--- src/rtl/write_address_counter_pkg.sv ---
// Shared types, default sizes and the one-hot encoder used by both the write-side
// and the read-side register-file counters.
package write_address_counter_pkg;

  typedef enum logic {
    FILL = 1'b0,
    FULL = 1'b1
  } wac_state_t;

  localparam int WAC_ADDRESS   = 4;
  localparam int WAC_DATAWIDTH = 8;
  localparam int WAC_DATANUM   = 15;

  // Index of the single set bit; returns 0 for an all-zero or multi-hot input.
  // Supports pointers up to 32 entries wide.
  function automatic logic [31:0] onehot_encode(input logic [31:0] onehot);
    logic [31:0] idx;
    int          hits;
    idx  = '0;
    hits = 0;
    for (int i = 0; i < 32; i++) begin
      if (onehot[i]) begin
        idx  = 32'(i);
        hits = hits + 1;
      end
    end
    return (hits == 1) ? idx : '0;
  endfunction

endpackage

--- src/rtl/write_address_counter_ring.sv ---
// ring_pointer_x1: enabled one-hot rotator with a synchronous load to entry INIT.
module ring_pointer_x1 #(
  parameter int N    = 15,
  parameter int INIT = 0
) (
  input  logic         clk,
  input  logic         load,
  input  logic         en,
  output logic [N-1:0] ptr
);

  localparam logic [N-1:0] ONE      = {{(N-1){1'b0}}, 1'b1};
  localparam logic [N-1:0] INIT_PTR = ONE << INIT;

  // Load wins over rotate so a restart never lands one entry late.
  always_ff @(posedge clk) begin
    if (load) begin
      ptr <= INIT_PTR;
    end else if (en) begin
      ptr <= {ptr[N-2:0], ptr[N-1]};
    end
  end

endmodule

--- src/rtl/write_address_counter.sv ---
// Write-side register-file address counter: accepts words, strobes them out with an
// encoded ring-pointer address one cycle later. WAC_WRAP_EN selects overwrite-on-wrap.
module write_address_counter
  import write_address_counter_pkg::*;
#(
  parameter int ADDRESS        = WAC_ADDRESS,
  parameter int DATAWIDTH      = WAC_DATAWIDTH,
  parameter int DATANUM        = WAC_DATANUM,
  parameter int INIT_WRITE_REG = 0
) (
  input  logic                 clk,
  input  logic                 rst_n,
  input  logic                 clear,
  input  logic                 in_valid,
  input  logic [DATAWIDTH-1:0] in_data,
  output logic                 in_ready,
  output logic                 WriteEn,
  output logic [ADDRESS-1:0]   WriteReg,
  output logic [DATAWIDTH-1:0] WriteData,
  output logic                 full,
  output logic                 done,
  output wac_state_t           state_dbg
);

  localparam int CNT_W = $clog2(DATANUM + 1);
  localparam logic [CNT_W-1:0] LAST_CNT = CNT_W'(DATANUM - 1);

  // Handshake: a word transfers on a clk edge where in_valid and in_ready are both
  // high and clear is low; in_valid may rise at any time, in_ready depends only on state.
  wac_state_t           state;
  logic [CNT_W-1:0]     count;
  logic [DATANUM-1:0]   ptr;
  logic [ADDRESS-1:0]   enc;
  logic                 accept;
  logic                 load;

  assign in_ready  = ~rst_n & (state == FILL);
  assign accept    = in_valid & in_ready & ~clear;
  assign load      = rst_n | clear;
  assign enc       = ADDRESS'(onehot_encode(32'(ptr)));
  assign state_dbg = state;

  ring_pointer_x1 #(
    .N    (DATANUM),
    .INIT (INIT_WRITE_REG)
  ) u_ring (
    .clk  (clk),
    .load (load),
    .en   (accept),
    .ptr  (ptr)
  );

  always_ff @(posedge clk) begin
    if (rst_n) begin
      state     <= FILL;
      count     <= '0;
      WriteEn   <= 1'b0;
      WriteReg  <= '0;
      WriteData <= '0;
      full      <= 1'b0;
      done      <= 1'b0;
    end else if (clear) begin
      // WriteReg/WriteData keep their last values across a frame restart.
      state   <= FILL;
      count   <= '0;
      WriteEn <= 1'b0;
      full    <= 1'b0;
      done    <= 1'b0;
    end else begin
      WriteEn <= accept;
      done    <= 1'b0;
      if (accept) begin
        WriteReg  <= enc;
        WriteData <= in_data;
        if (count == LAST_CNT) begin
          done <= 1'b1;
          full <= 1'b1;
`ifdef WAC_WRAP_EN
          count <= '0;
`else
          count <= count + 1'b1;
          state <= FULL;
`endif
        end else begin
          count <= count + 1'b1;
        end
      end
    end
  end

  a_ptr_onehot: assert property (@(posedge clk) disable iff (rst_n) $onehot(ptr))
    else $error("write pointer is not one-hot: %b", ptr);

endmodule

--- config.mk ---
export PLATFORM = sky130hd
export DESIGN_NAME = write_address_counter
export DESIGN_NICKNAME = d
export VERILOG_FILES = /design/src/rtl/write_address_counter_pkg.sv /design/src/rtl/write_address_counter_ring.sv /design/src/rtl/write_address_counter.sv
export SDC_FILE = /design/constraint.sdc
export NUM_CORES = 1
export LEC_CHECK = 0
export CORE_MARGIN = 3
export CORE_UTILIZATION = 63
export DETAILED_ROUTE_END_ITERATION = 7
export GPL_ROUTABILITY_DRIVEN = 0
export PLACE_DENSITY = 0.83
export RECOVER_POWER = 25
export SYNTH_ARGS = -nofsm -noshare
export SYNTH_HDL_FRONTEND = slang
export SYNTH_SLANG_ARGS = --single-unit
--- constraint.sdc ---
create_clock -name clk -period 21.4 [get_ports clk]
set_input_delay 6.42 -clock clk [delete_from_list [all_inputs] [get_ports clk]]
set_output_delay 6.42 -clock clk [all_outputs]
set_load 0.005 [all_outputs]
# Word level (Yosys, flattened, before mapping)

Index checks and enable logic that the tools add are counted.

Output and inout bits: 17
Word-level logic and storage cells: 67
Memories kept: 0
ROM bits: 0
Memory bits (writable): 0
Bits in latches: 0
Flip-flop bits (word level): 34

Divide/modulo/power cells: 0
Reductions and logical operators: 4
$add $sub $neg: 15
Muxes and demuxes: 31
Bitwise gates (word level): 8
Order comparisons: 0
Equal/unequal tests: 2
Shifts and indexed selects: 0
Multiply operators: 0

Operator list:

| operator                                       | count |
|---|---|
| adder 32 x 2 -> 32 bit, second input constant  | 14 |
| two-way mux 32 bit                             | 14 |
| two-way mux 4 bit                              | 14 |
| == test 32 x 2 -> 1 bit, second input constant | 1 |
| adder 4 x 1 -> 4 bit, second input constant    | 1 |
| == test 4 bit, second input constant           | 1 |
| NOT 1 bit                                      | 4 |
| AND reduction 2 bit                            | 2 |
| AND 1 bit                                      | 3 |
| two-way mux 1 bit                              | 3 |
| OR reduction 3 bit                             | 1 |
| OR reduction 2 bit                             | 1 |
| bitwise OR 1 bit                               | 1 |

# Longest topological paths before layout

Gate-level depths: netlist of run 1.

Depth after elaboration: 31
Mapped depth: 42
Mapped depth without buffers: 42

# By module

Synthesis of run 1 repeated with hierarchy kept, for this count alone.

Cell total of the unflattened synthesis: 383
Area total of the unflattened synthesis: 3183.1 um^2

By module, submodules not included:

| module                | area an instance (um^2) | instances | cells an instance |
|---|---|---|---|
| write_address_counter | 2638.8                  | 1         | 335 |
| ring_pointer_x1       | 544.3                   | 1         | 48 |

# Worst setup path after synthesis of run 1

Ideal clock, no wire load.

Path kind: in2out
Start point: in rst_n
End point: out in_ready
Stages on the path: 2
Arrival: 6.672 ns
Path slack: 8.308 ns
Required time: 14.980 ns
Cells stage by stage: clkbuf_1 nor2_1

Cells in the longest elaborated chain, start to end: 2

RTL lines:

| what               | RTL line                    | RTL |
|---|---|---|
| start: declaration | write_address_counter.sv:12 | `input logic rst_n,` |
| NOT 1 bit          | write_address_counter.sv:37 | `assign in_ready = ~rst_n & (state == FILL);` |
| AND 1 bit          | write_address_counter.sv:37 |  |
| end: declaration   | write_address_counter.sv:16 | `output logic in_ready,` |

No other way between the ends.

# Worst setup path in the final report of run 1

Ends and elaborated chain as after synthesis.

==> results_dict.tcl, run 1 <==
set metrics [dict create \
    clockPowerShare_pct 38.2 \
    fp.dieW_um 76.8 \
    dp_hpwl_um 4910 \
    routedWlPerCell_um 13.5 \
    timing.rr.end "WriteReg[2]" \
    post_cts_resize_count 0 \
    portBuffers 28 \
    via_count 2756 \
    syn_avg_cell_area_um2 7.99 \
    seqPwrFrac_pct 43.8 \
    syn_to_final_growth_pct 12.0 \
    max_slew_margin_pct 56.4 \
    synth.distinct_cells 70 \
    holdWs_ps 470 \
    viasPerCell 5.79 \
    power.net_switching_mw 0.0374 \
    async_reset_ff_share_pct 0 \
    setup_tns_ps 0 \
    yosysSeqAreaShare_pct 21.6 \
    hold_viol_final 0 \
    fin_skew_ps 6.86 \
    cp.required_ps 14980 \
    finalCritPeriodShare_pct 65.8 \
    cts_tree "yes" \
    drc_errors 0 \
    drive_gt1_share_pct 8.80 \
    synth_nets 423 \
    r2r-start "u_ring.ptr[0]" \
    hold_start "WriteReg[3]" \
    antenna_left 0 \
    setup_viol 0 \
    hold_path_end "WriteReg[3]" \
    layout_commonest_cell "nand2_1" \
    synth-seq-cells 34 \
    grt_pass1_wl_um 11400 \
    reg2reg_depth 40 \
    p_int_mw 0.112 \
    ir_worst_vdd_mv 0.0481 \
    grt.total_usage_pct 22.9 \
    p_leak_nw 1.35 \
    synth_ff_type "dfxtp_1" \
    total_power_mw 0.150 \
    drv_slew 0 \
    ys_warn_count 0 \
    fp.coreArea_um2 4790 \
    insertedDiodeCount 0 \
    cts-buffers-inserted 5 \
    crit_path_end_kind "output pin" \
    antenna_found_initial 0 \
    max_cap_violations 0 \
    drt_iter0_markers 159 \
    cts_sinks 34 \
    nNetsFinal 436 \
    gr-total-overflow 0 \
    start_util_pct 66.0 \
    num_io_pins 29 \
    hold_buffers 0 \
    p_sw_share_pct 25.0 \
    grt_max_degree 21 \
    cts_setup_buffers 0 \
    status "complete, no violations" \
    startpoint_type "primary input" \
    hp-class "register to register" \
    dr.pass1.iters 6 \
    holdPathStages 1 \
    max_clock_freq_mhz 71.1 \
    crit_path_max_fanout 12 \
    arrival_ps 7650 \
    mostFrequentLayoutCells "nand2_1 (61), nor2_1 (40), dfxtp_1 (34), a21oi_1 (21), o21ai_0 (19)" \
    power.density_nw_per_um2 42.3 \
    synth_edf_count 0 \
    cts.clk_slew.worst_paths_ps 70 \
    clock_latency_ps 280 \
    h-tree-depth 2 \
    routed_wl_um 6430 \
    syn-cell-area_um2 3160 \
    max_slew.worst_pin.slew_ps 653 \
    cts_buffer_depth 2 \
    rsz0062_at_grt "false" \
    reg2reg_slack_ps 12200 \
    combPwrFrac_pct 18.0 \
    critPathKind "primary input to output pin" \
    num_rows 25 \
    period_needed_ps 14070 \
    die_area_um2 5900 \
    grt_pass1_vias 2599 \
    cts-root-buf "clkbuf_8" \
    synth_cells 395 \
    die_h_um 76.8 \
]
power by group through the flow:
stage	combinational, mW	clock (mW)	sequential, mW
after floorplan	0.0191	0	0.0668
after global placement	0.0261	0	0.0669
after detailed placement	0.0271	0	0.0670
after CTS	0.0272	0.0585	0.0655
after global routing	0.0301	0.0611	0.0656
final	0.0269	0.0572	0.0655
worst max path at each step:
| stage | start | to | slack (ps) | depth (start not counted) |
|---|---|---|---|---|
| final | rst_n | in_ready | 7330 | 3 |
| after global routing | rst_n | in_ready | 7240 | 3 |
| after CTS | rst_n | in_ready | 7320 | 3 |
| after detailed placement | rst_n | in_ready | 7320 | 3 |
| after global placement | rst_n | in_ready | 7350 | 3 |
| after floorplan | rst_n | in_ready | 8310 | 2 |
routing by layer:
metal	global-route usage, %	vias to the layer above	part of all wire, %
li1	-	1420	-
met4	5.80	0	1.2
met1	31.0	1284	48
met2	37.8	45	47
met5	0	-	0
met3	3.64	7	3.5
layout make-up:
type	instances	area [µm²]
multi-input cells	323	2310
fillers	371	1250
flip-flops and latches	34	681
repair buffers	30	295
well taps	67	83.8
clock buffers	6	72.6
inverters	14	57.6
clock inverters	2	37.5
per-stage QoR:
| stage | instance area, µm² | worst slack, ps | util (%) | instances |
|---|---|---|---|---|
| after floorplan | 3160 | 8310 | - | 395 |
| after global placement | 3420 | 7350 | 71.6 | 468 |
| after detailed placement | 3420 | 7320 | 71.6 | 468 |
| after CTS | 3530 | 7320 | 73.9 | 476 |
| after global routing | 3530 | 7240 | 73.9 | 476 |
| final | 3530 | 7330 | 73.9 | 476 |
state kept, by name (all words and copies together) (netlist names):
signal      cells
state_dbg       1
WriteReg        4
done            1
count           4
u_ring.ptr     15
WriteData       8
WriteEn         1
logic make-up (layout without fill, tap and decap cells):
group           after synthesis  count (layout)  synth area share, %
simple gates                171             171                 27.2
buf+inv                      38              52                 5.35
fa+ha+maj                    16              16                 6.34
flops                        34              34                 21.6
compound gates               88              88                 18.8
xor+xnor                     40              40                 17.7
mux                           8               8                 3.09
synthesized netlist by cell type, drive strengths merged (9+ instances only):
library cell | n | share of area, %
o21ai | 22 | 3.5
dfxtp | 34 | 22
nand3 | 13 | 2.1
nor2 | 41 | 5.0
xnor2 | 21 | 8.3
nand2b | 12 | 2.4
clkbuf | 15 | 1.8
nand2 | 61 | 7.3
xor2 | 13 | 4.9
buf | 9 | 1.7
ha | 16 | 6.3
a21oi | 21 | 3.3
inv | 14 | 1.8
worst max-delay path, stage by stage:
cell and delay (ps):
clkdlybuf4s50_1 570, nor2_1 150, clkdlybuf4s50_1 520
No activity file was read; power rests on OpenSTA's default activity.
==> run 2: changes to the inputs <==
--- a/config.mk
+++ b/config.mk
@@ -6,10 +6,10 @@
 export NUM_CORES = 1
 export LEC_CHECK = 0
 export CORE_MARGIN = 3
-export CORE_UTILIZATION = 63
+export CORE_UTILIZATION = 59
 export DETAILED_ROUTE_END_ITERATION = 7
 export GPL_ROUTABILITY_DRIVEN = 0
-export PLACE_DENSITY = 0.83
+export PLACE_DENSITY = 0.79
 export RECOVER_POWER = 25
 export SYNTH_ARGS = -nofsm -noshare
 export SYNTH_HDL_FRONTEND = slang
==> constraint.sdc (replaced) <==
create_clock -name clk -period 14 [get_ports clk]
set_input_delay 4.2 -clock clk [delete_from_list [all_inputs] [get_ports clk]]
set_output_delay 4.2 -clock clk [all_outputs]
set_load 0.005 [all_outputs]
==> results_dict.tcl, run 2 (synthesized netlist as in run 1, its figures left out) <==
set metrics [dict create \
    max_clock_freq_mhz 104 \
    status "complete, no violations" \
    max_cap_violations 0 \
    antenna_found_initial 0 \
    layout_commonest_cell "nand2_1" \
    hold_path_end "WriteData[7]" \
    cts_sinks 34 \
    die_h_um 79.1 \
    drc_errors 0 \
    reg2reg_depth 40 \
    hold_viol_final 0 \
    period_needed_ps 9650 \
    grtUsageMet3_pct 2.95 \
    hold_buffers 0 \
    p_leak_nw 1.32 \
    final_cells 476 \
    dr.pass1.iters 4 \
    gr-total-overflow 0 \
    cts_buffer_depth 2 \
    fin_util_pct 71.4 \
    ir_worst_vdd_mv 0.107 \
    die_area_um2 6260 \
    hp-class "register to register" \
    cp.required_ps 9800 \
    routedWlPerCell_um 13.7 \
    antenna_left 0 \
    arrival_ps 5450 \
    nNetsFinal 436 \
    holdPathStages 2 \
    routed_wl_um 6540 \
    hold_start "WriteData[7]" \
    drive_gt1_share_pct 8.80 \
    clock_latency_ps 280 \
    start_util_pct 63.9 \
    reg2reg_slack_ps 4780 \
    portBuffers 28 \
    max_slew_margin_pct 44.0 \
    largest_register "u_ring.ptr" \
    h-tree-depth 2 \
    setup_tns_ps 0 \
    critPathKind "primary input to output pin" \
    drt_iter0_markers 151 \
    post_cts_resize_count 0 \
    fp.coreArea_um2 4940 \
    grt_pass1_wl_um 11400 \
    multi_input_area_um2 2310 \
    grt.total_usage_pct 22.1 \
    num_rows 25 \
    n_fill_cell 421 \
    largest_register_ff_count 15 \
    place_inst 468 \
    crit_path_max_fanout 12 \
    top_regs "u_ring.ptr: 15 flops, WriteData: 8 flops" \
    startpoint_type "primary input" \
    seqCellArea_um2 681 \
    num_io_pins 29 \
    rsz0062_at_grt "false" \
    dp_hpwl_um 5020 \
    crit_path_end_kind "output pin" \
    setup_viol 0 \
    cts-buffers-inserted 5 \
    fin_skew_ps 3.00 \
    grt_max_degree 22 \
    grt_use_met2_pct 35.9 \
    grt_pass1_vias 2559 \
    mostFrequentLayoutCells "nand2_1 (61), nor2_1 (40), dfxtp_1 (34), clkdlybuf4s50_1 (26), a21oi_1 (21)" \
    grt_use_met1_pct 30.6 \
    syn_to_final_growth_pct 11.9 \
    drv_slew 0 \
    cts_tree "yes" \
    max_slew.worst_pin.slew_ps 840 \
    cts-root-buf "clkbuf_8" \
    power.density_nw_per_um2 63.7 \
    grt-busiest-layer "met2" \
    total_power_mw 0.225 \
    r2r-start "u_ring.ptr[0]" \
    viasPerCell 5.84 \
    cts.clk_slew.worst_paths_ps 60 \
    timing.rr.end "WriteReg[1]" \
    via_count 2781 \
    fp.dieW_um 79.1 \
    insertedDiodeCount 0 \
    cts_setup_buffers 0 \
    finalCritPeriodShare_pct 69.0 \
]
[run 2: cell types whose count changed in the layout (fill, tap and decap cells not counted)]
cell and delta:
buf_4 -1, clkinvlp_4 -1, bufinv_16 -1, dlygate4sd3_1 -9, clkbuf_8 +3, clkdlybuf4s50_1 +9
[run 2: worst max-delay path, stage by stage]
cell	delay [ps]
clkdlybuf4s50_1	570
nor2_1	160
clkdlybuf4s50_1	510
[run 2: metal layers]
metal / up-vias / share of wire, %
li1: 1423 / -
met1: 1301 / 48
met2: 47 / 47
met3: 10 / 3.2
met4: 0 / 1.7
met5: - / 0
[run 2: final cells by class]
cell class | count | share of cell area, %
inverter | 14 | 1.63
timing repair buffer | 30 | 8.26
clock buffer | 8 | 3.12
sequential | 34 | 19.3
multi-input combinational | 323 | 65.3
tap | 67 | 2.37
[run 2: through the flow]
step | hold WS, ps | setup slack [ps] | cell area [µm²]
2_1_floorplan | 449 | 5350 | 3160
3_3_place_gp | 458 | 4360 | 3420
3_5_place_dp | 462 | 4360 | 3420
4_1_cts | 476 | 4330 | 3530
5_1_grt | 495 | 4010 | 3530
6_report | 473 | 4350 | 3530
[run 2: power breakdown]
part | total [mW] | switching, mW | internal [mW] | leakage (nW)
clock network | 0.0833 | 0.0337 | 0.0496 | 0.0575
registers | 0.100 | 0.00139 | 0.0987 | 0.276
logic | 0.0415 | 0.0217 | 0.0198 | 0.990
total | 0.225 | 0.0568 | 0.168 | 1.32
[run 2: worst max path at each step]
stage	startpoint	slack, ps	cells past startpoint	end
6_report	rst_n	4350	3	in_ready
5_1_grt	u_ring.ptr[1]	4010	40	WriteReg[1]
4_1_cts	rst_n	4330	3	in_ready
3_5_place_dp	rst_n	4360	3	in_ready
3_3_place_gp	rst_n	4360	3	in_ready
2_1_floorplan	rst_n	5350	2	in_ready
==> variant 1 (flow settings as in run 1) <==
The parameter `INIT_WRITE_REG` goes from 0 to 1.
--- a/src/rtl/write_address_counter.sv
+++ b/src/rtl/write_address_counter.sv
@@ -6,7 +6,7 @@
   parameter int ADDRESS        = WAC_ADDRESS,
   parameter int DATAWIDTH      = WAC_DATAWIDTH,
   parameter int DATANUM        = WAC_DATANUM,
-  parameter int INIT_WRITE_REG = 0
+  parameter int INIT_WRITE_REG = 1
 ) (
   input  logic                 clk,
   input  logic                 rst_n,
Function: changed (a bounded check fails within 4 cycles, from zero or initial values and one cycle with rst_n high).
==> variant 1 against run 1 <==
Sequential cell count stayed put. Cell count is 5.0% lower. Sequential power is 0.6% higher. Setup slack worse by 61 ps. Combinational power is 11% lower. Non-clock buffer count is 1 lower. Cell area is 5.8% lower. Clock power is 24% lower. Power is 11% lower. Worst hold slack better by 0.88 ps. Synthesized area is 4.5% lower. Critical path depth stayed put. Wire length is 0.96% lower. Largest power group unchanged. Highest routed layer unchanged.
==> variant 1: results (changes against run 1) <==
nonclk inv count 15 (+1); Detail Placement HPWL 4842 um (-1.5%); r2r setup slk 12,410 ps (+210 ps); Vias/cell 5.883 (+1.6%); Critical-path top delay cell dlygate4sd3_1; met1 wire length 2981 um (-4.1%); final worst setup slack 7265 ps (-60.69 ps); Synth Area per Inst 7.768 sq um (-2.8%); Reg2Reg Launch Point u_ring.ptr[0]; final worst clock skew 3.136 ps (-3.729 ps); Seq area share 20.45% (+1.2 points); Nets 428 (-1.8%); Compound-Gate Fraction of Synth Area 20.59% (+1.8 points); power share of the sequential group 49.4% (+5.6 points); layout cell share with drive strength beyond 1 7.000% (-1.8 points); status completed; WL met2 2956 um (-1.7%); Post-DP Area 3256 sq um (-4.9%); GRT Total Usage 24.63% (+1.8 points); Pint 98.29 uW (-12%); vias in the first global route 2,400 (-7.7%); Register-to-Register Path Depth 44 (+10%); routing usage on met3 7.343% (+3.7 points); non-clk buf share 8.534% (+0.18 points); Layout fillers 359 (-3.2%); combinational power 24.0 uW (-11%)
==> variant 1: cell count changes after synthesis, sizes merged, moves of 3 or more <==
cell    before  now
nand2       61   78
a21oi       21   25
nand4b       4    0
a211oi       6    3
nand3       13    9
o31ai        4    7
nor2        41   30
and2         6    1
xnor2       21   17
==> variant 1: worst min-delay path by stage <==
| stage | endpoint | slack (ps) | cells past startpoint |
|---|---|---|---|
| after floorplan | u_ring.ptr[2] | 450 | 2 |
| after global placement | WriteReg[1] | 450 | 2 |
| after detailed placement | WriteReg[1] | 450 | 2 |
| after CTS | WriteReg[1] | 470 | 2 |
| after global routing | WriteReg[3] | 500 | 2 |
| final | u_ring.ptr[2] | 470 | 2 |
==> variant 1: kinds of logic (layout without fill, tap and decap cells) <==
kind of cell / Yosys count / count (layout)
adders and majority gates: 16 / 16
AOI/OAI and AO/OA: 93 / 93
xor gates and xnor gates: 37 / 37
DFF: 34 / 34
muxes: 9 / 9
and+or+nand+nor: 160 / 160
buffers and inverters: 39 / 51
==> variant 2 (config.mk and constraints of run 1) <==
Without the edit above. Make the reset (`rst_n`) asynchronous in one clocked block.
--- a/src/rtl/write_address_counter.sv
+++ b/src/rtl/write_address_counter.sv
@@ -50,7 +50,7 @@
     .ptr  (ptr)
   );
 
-  always_ff @(posedge clk) begin
+  always_ff @(posedge clk or posedge rst_n) begin
     if (rst_n) begin
       state     <= FILL;
       count     <= '0;
Formal check against the unedited RTL: differs if rst_n is asserted again (counterexample within 4 cycles, from zero or initial values and one cycle with rst_n high); with rst_n held inactive, the same outputs for 10 cycles.
==> variant 2 against run 1 <==
Sequential cell count is the same. Setup slack gained 14 ps. Non-clock buffer count shrank 2. Via count shrank 2.1%. Power shrank 2.5%. Wire length grew 5.2%. Global-route usage grew 1.4 points. Critical endpoint unchanged. First-iteration DRC count grew 18%. Cell area grew 3.2%. Critical path type unchanged. Sequential power grew 6.7%. Synthesized area grew 3.8%. Largest power group unchanged. Utilization grew 0.91 points. Count of clock-buffer cells in the layout grew 1.
==> variant 2: results (changes against run 1) <==
Synth Area per Inst 8.537 sq um (+6.8%); post_cts resized 0 (unchanged); # placed instances 460 (-1.7%); Synth top cells by count nand2_1, nor2_1, a21oi_1, xnor2_1, dfrtp_1; met1 wire length 3109 um (unchanged); CP max stage delay 550 ps (-20 ps); CP max FO 3 (-9); Nets 428 (-1.8%); Critical-path top delay cell dlygate4sd3_1; 1st-iter DRT viols 187 (+18%); Finished Layout Cells 468 (-1.7%); Detail Placement HPWL 5211 um (+6.0%); largest net degree at the start of global routing 23 (+9.5%); r2r setup slk 12,000 ps (-200 ps); GRT Total Usage 24.21% (+1.4 points); synth top area cells dfrtp_1, dfxtp_1, nand2_1; Met3 Wirelength 351 um (+54%); P_leak 0.001466 uW (+8.7%); post-synthesis async set-or-reset flop share 55.88% (+56 points); Post-DP Area 3557 sq um (+3.9%); DRT Pass-1 Iters 4 (-2); layout cell share with drive strength beyond 1 11.22% (+2.4 points); Layout fillers 395 (+6.5%); vias in the first global route 2,686 (+3.3%); sequential area share after synthesis 23.66% (+2.1 points); first-pass GRT wire length 12,160 um (+6.3%); syn_nets 412 (-2.6%); P_sw 37.57 uW (+0.44%); ant diodes 0 (unchanged); Peak VDD IR 0.00005345 V (+11%); Vias/cell 5.763 (-0.47%); Worst EP arrival 7640 ps (about the same); WL/cell 14.45 um (+7.0%); Clock transition at path regs 70 ps (about the same); WL met2 3236 um (+7.6%); status completed; actual slew at the worst max-slew pin 1081 ps (+428.3 ps); dominant synthesized flop cell dfrtp_1; H-tree levels 2 (unchanged)
variant 2: changes by cell type after synthesis, moves of 7 or more:
| cell | before | now |
|---|---|---|
| dfxtp_1 | 34 | 15 |
| nor2_1 | 40 | 31 |
| nand2b_1 | 12 | 0 |
| o21ai_0 | 19 | 8 |
| dfrtp_1 | 0 | 19 |
| xnor2_1 | 15 | 22 |
variant 2: worst min-delay path: cells and delay by family (launching register included):
kind,cells,cell delay (ps)
AND/OR/NAND/NOR,1,60
AO/OA/AOI/OAI,1,50
flip-flops,1,330
variant 2: area by class of cell:
type | count | area, sq um | area share, %
inverters | 19 | 71.32 | 1.955
well taps | 67 | 83.83 | 2.298
repair buffers | 28 | 280.3 | 7.682
clock buffers | 7 | 86.33 | 2.366
flip-flops and latches | 34 | 775.7 | 21.26
multi-input cells | 312 | 2346 | 64.30
clock inverters | 1 | 5.005 | 0.1372
variant 2: kinds of logic after synthesis:
| kind of cell | synth area share, % |
|---|---|
| xor gates and xnor gates | 21.98 |
| buffers and inverters | 4.771 |
| and+or+nand+nor | 21.26 |
| AOI/OAI and AO/OA | 16.64 |
| adders and majority gates | 6.718 |
| muxes | 4.962 |
| DFF | 23.66 |
variant 2: worst paths after layout:
path                               startpoint       endpoint  depth (start not counted)
worst max register to register  u_ring.ptr[1]    WriteReg[2]                         46
worst max-delay path                    rst_n       in_ready                          3
max in group asynchronous               rst_n   WriteData[6]                          2
min in group asynchronous               rst_n       count[3]                          2
worst min register to register  u_ring.ptr[0]  u_ring.ptr[1]                          2
worst min-delay path            u_ring.ptr[0]  u_ring.ptr[1]                          2
variant 2: routing by layer:
| layer | vias to the layer above | global-route usage [%] |
|---|---|---|
| met2 | 51 | 41.87 |
| li1 | 1376 | - |
| met5 | - | 0 |
| met1 | 1264 | 31.07 |
| met4 | 0 | 5.420 |
| met3 | 6 | 5.046 |
variant 2: metrics by stage:
step	hold WS (ps)	total power (uW)	setup slack, ps	utilization (%)
floorplan	449.2	85.74	8414	-
global placement	465.8	96.87	7482	72.90
detailed placement	477.5	98.13	7475	72.90
CTS	487.6	146.4	7462	74.77
global route	508.0	152.0	7281	74.77
finish	491.1	145.7	7339	74.77
variant 2: power groups by stage:
stage          Combinational, uW  Sequential, uW  Clock [uW]
6_report                    27.0            69.9        48.8
5_1_grt                     30.2            70.3        51.4
4_1_cts                     27.3            69.9        49.2
3_5_place_dp                27.0            71.1           0
3_3_place_gp                26.2            70.7           0
2_1_floorplan               14.8            71.0           0
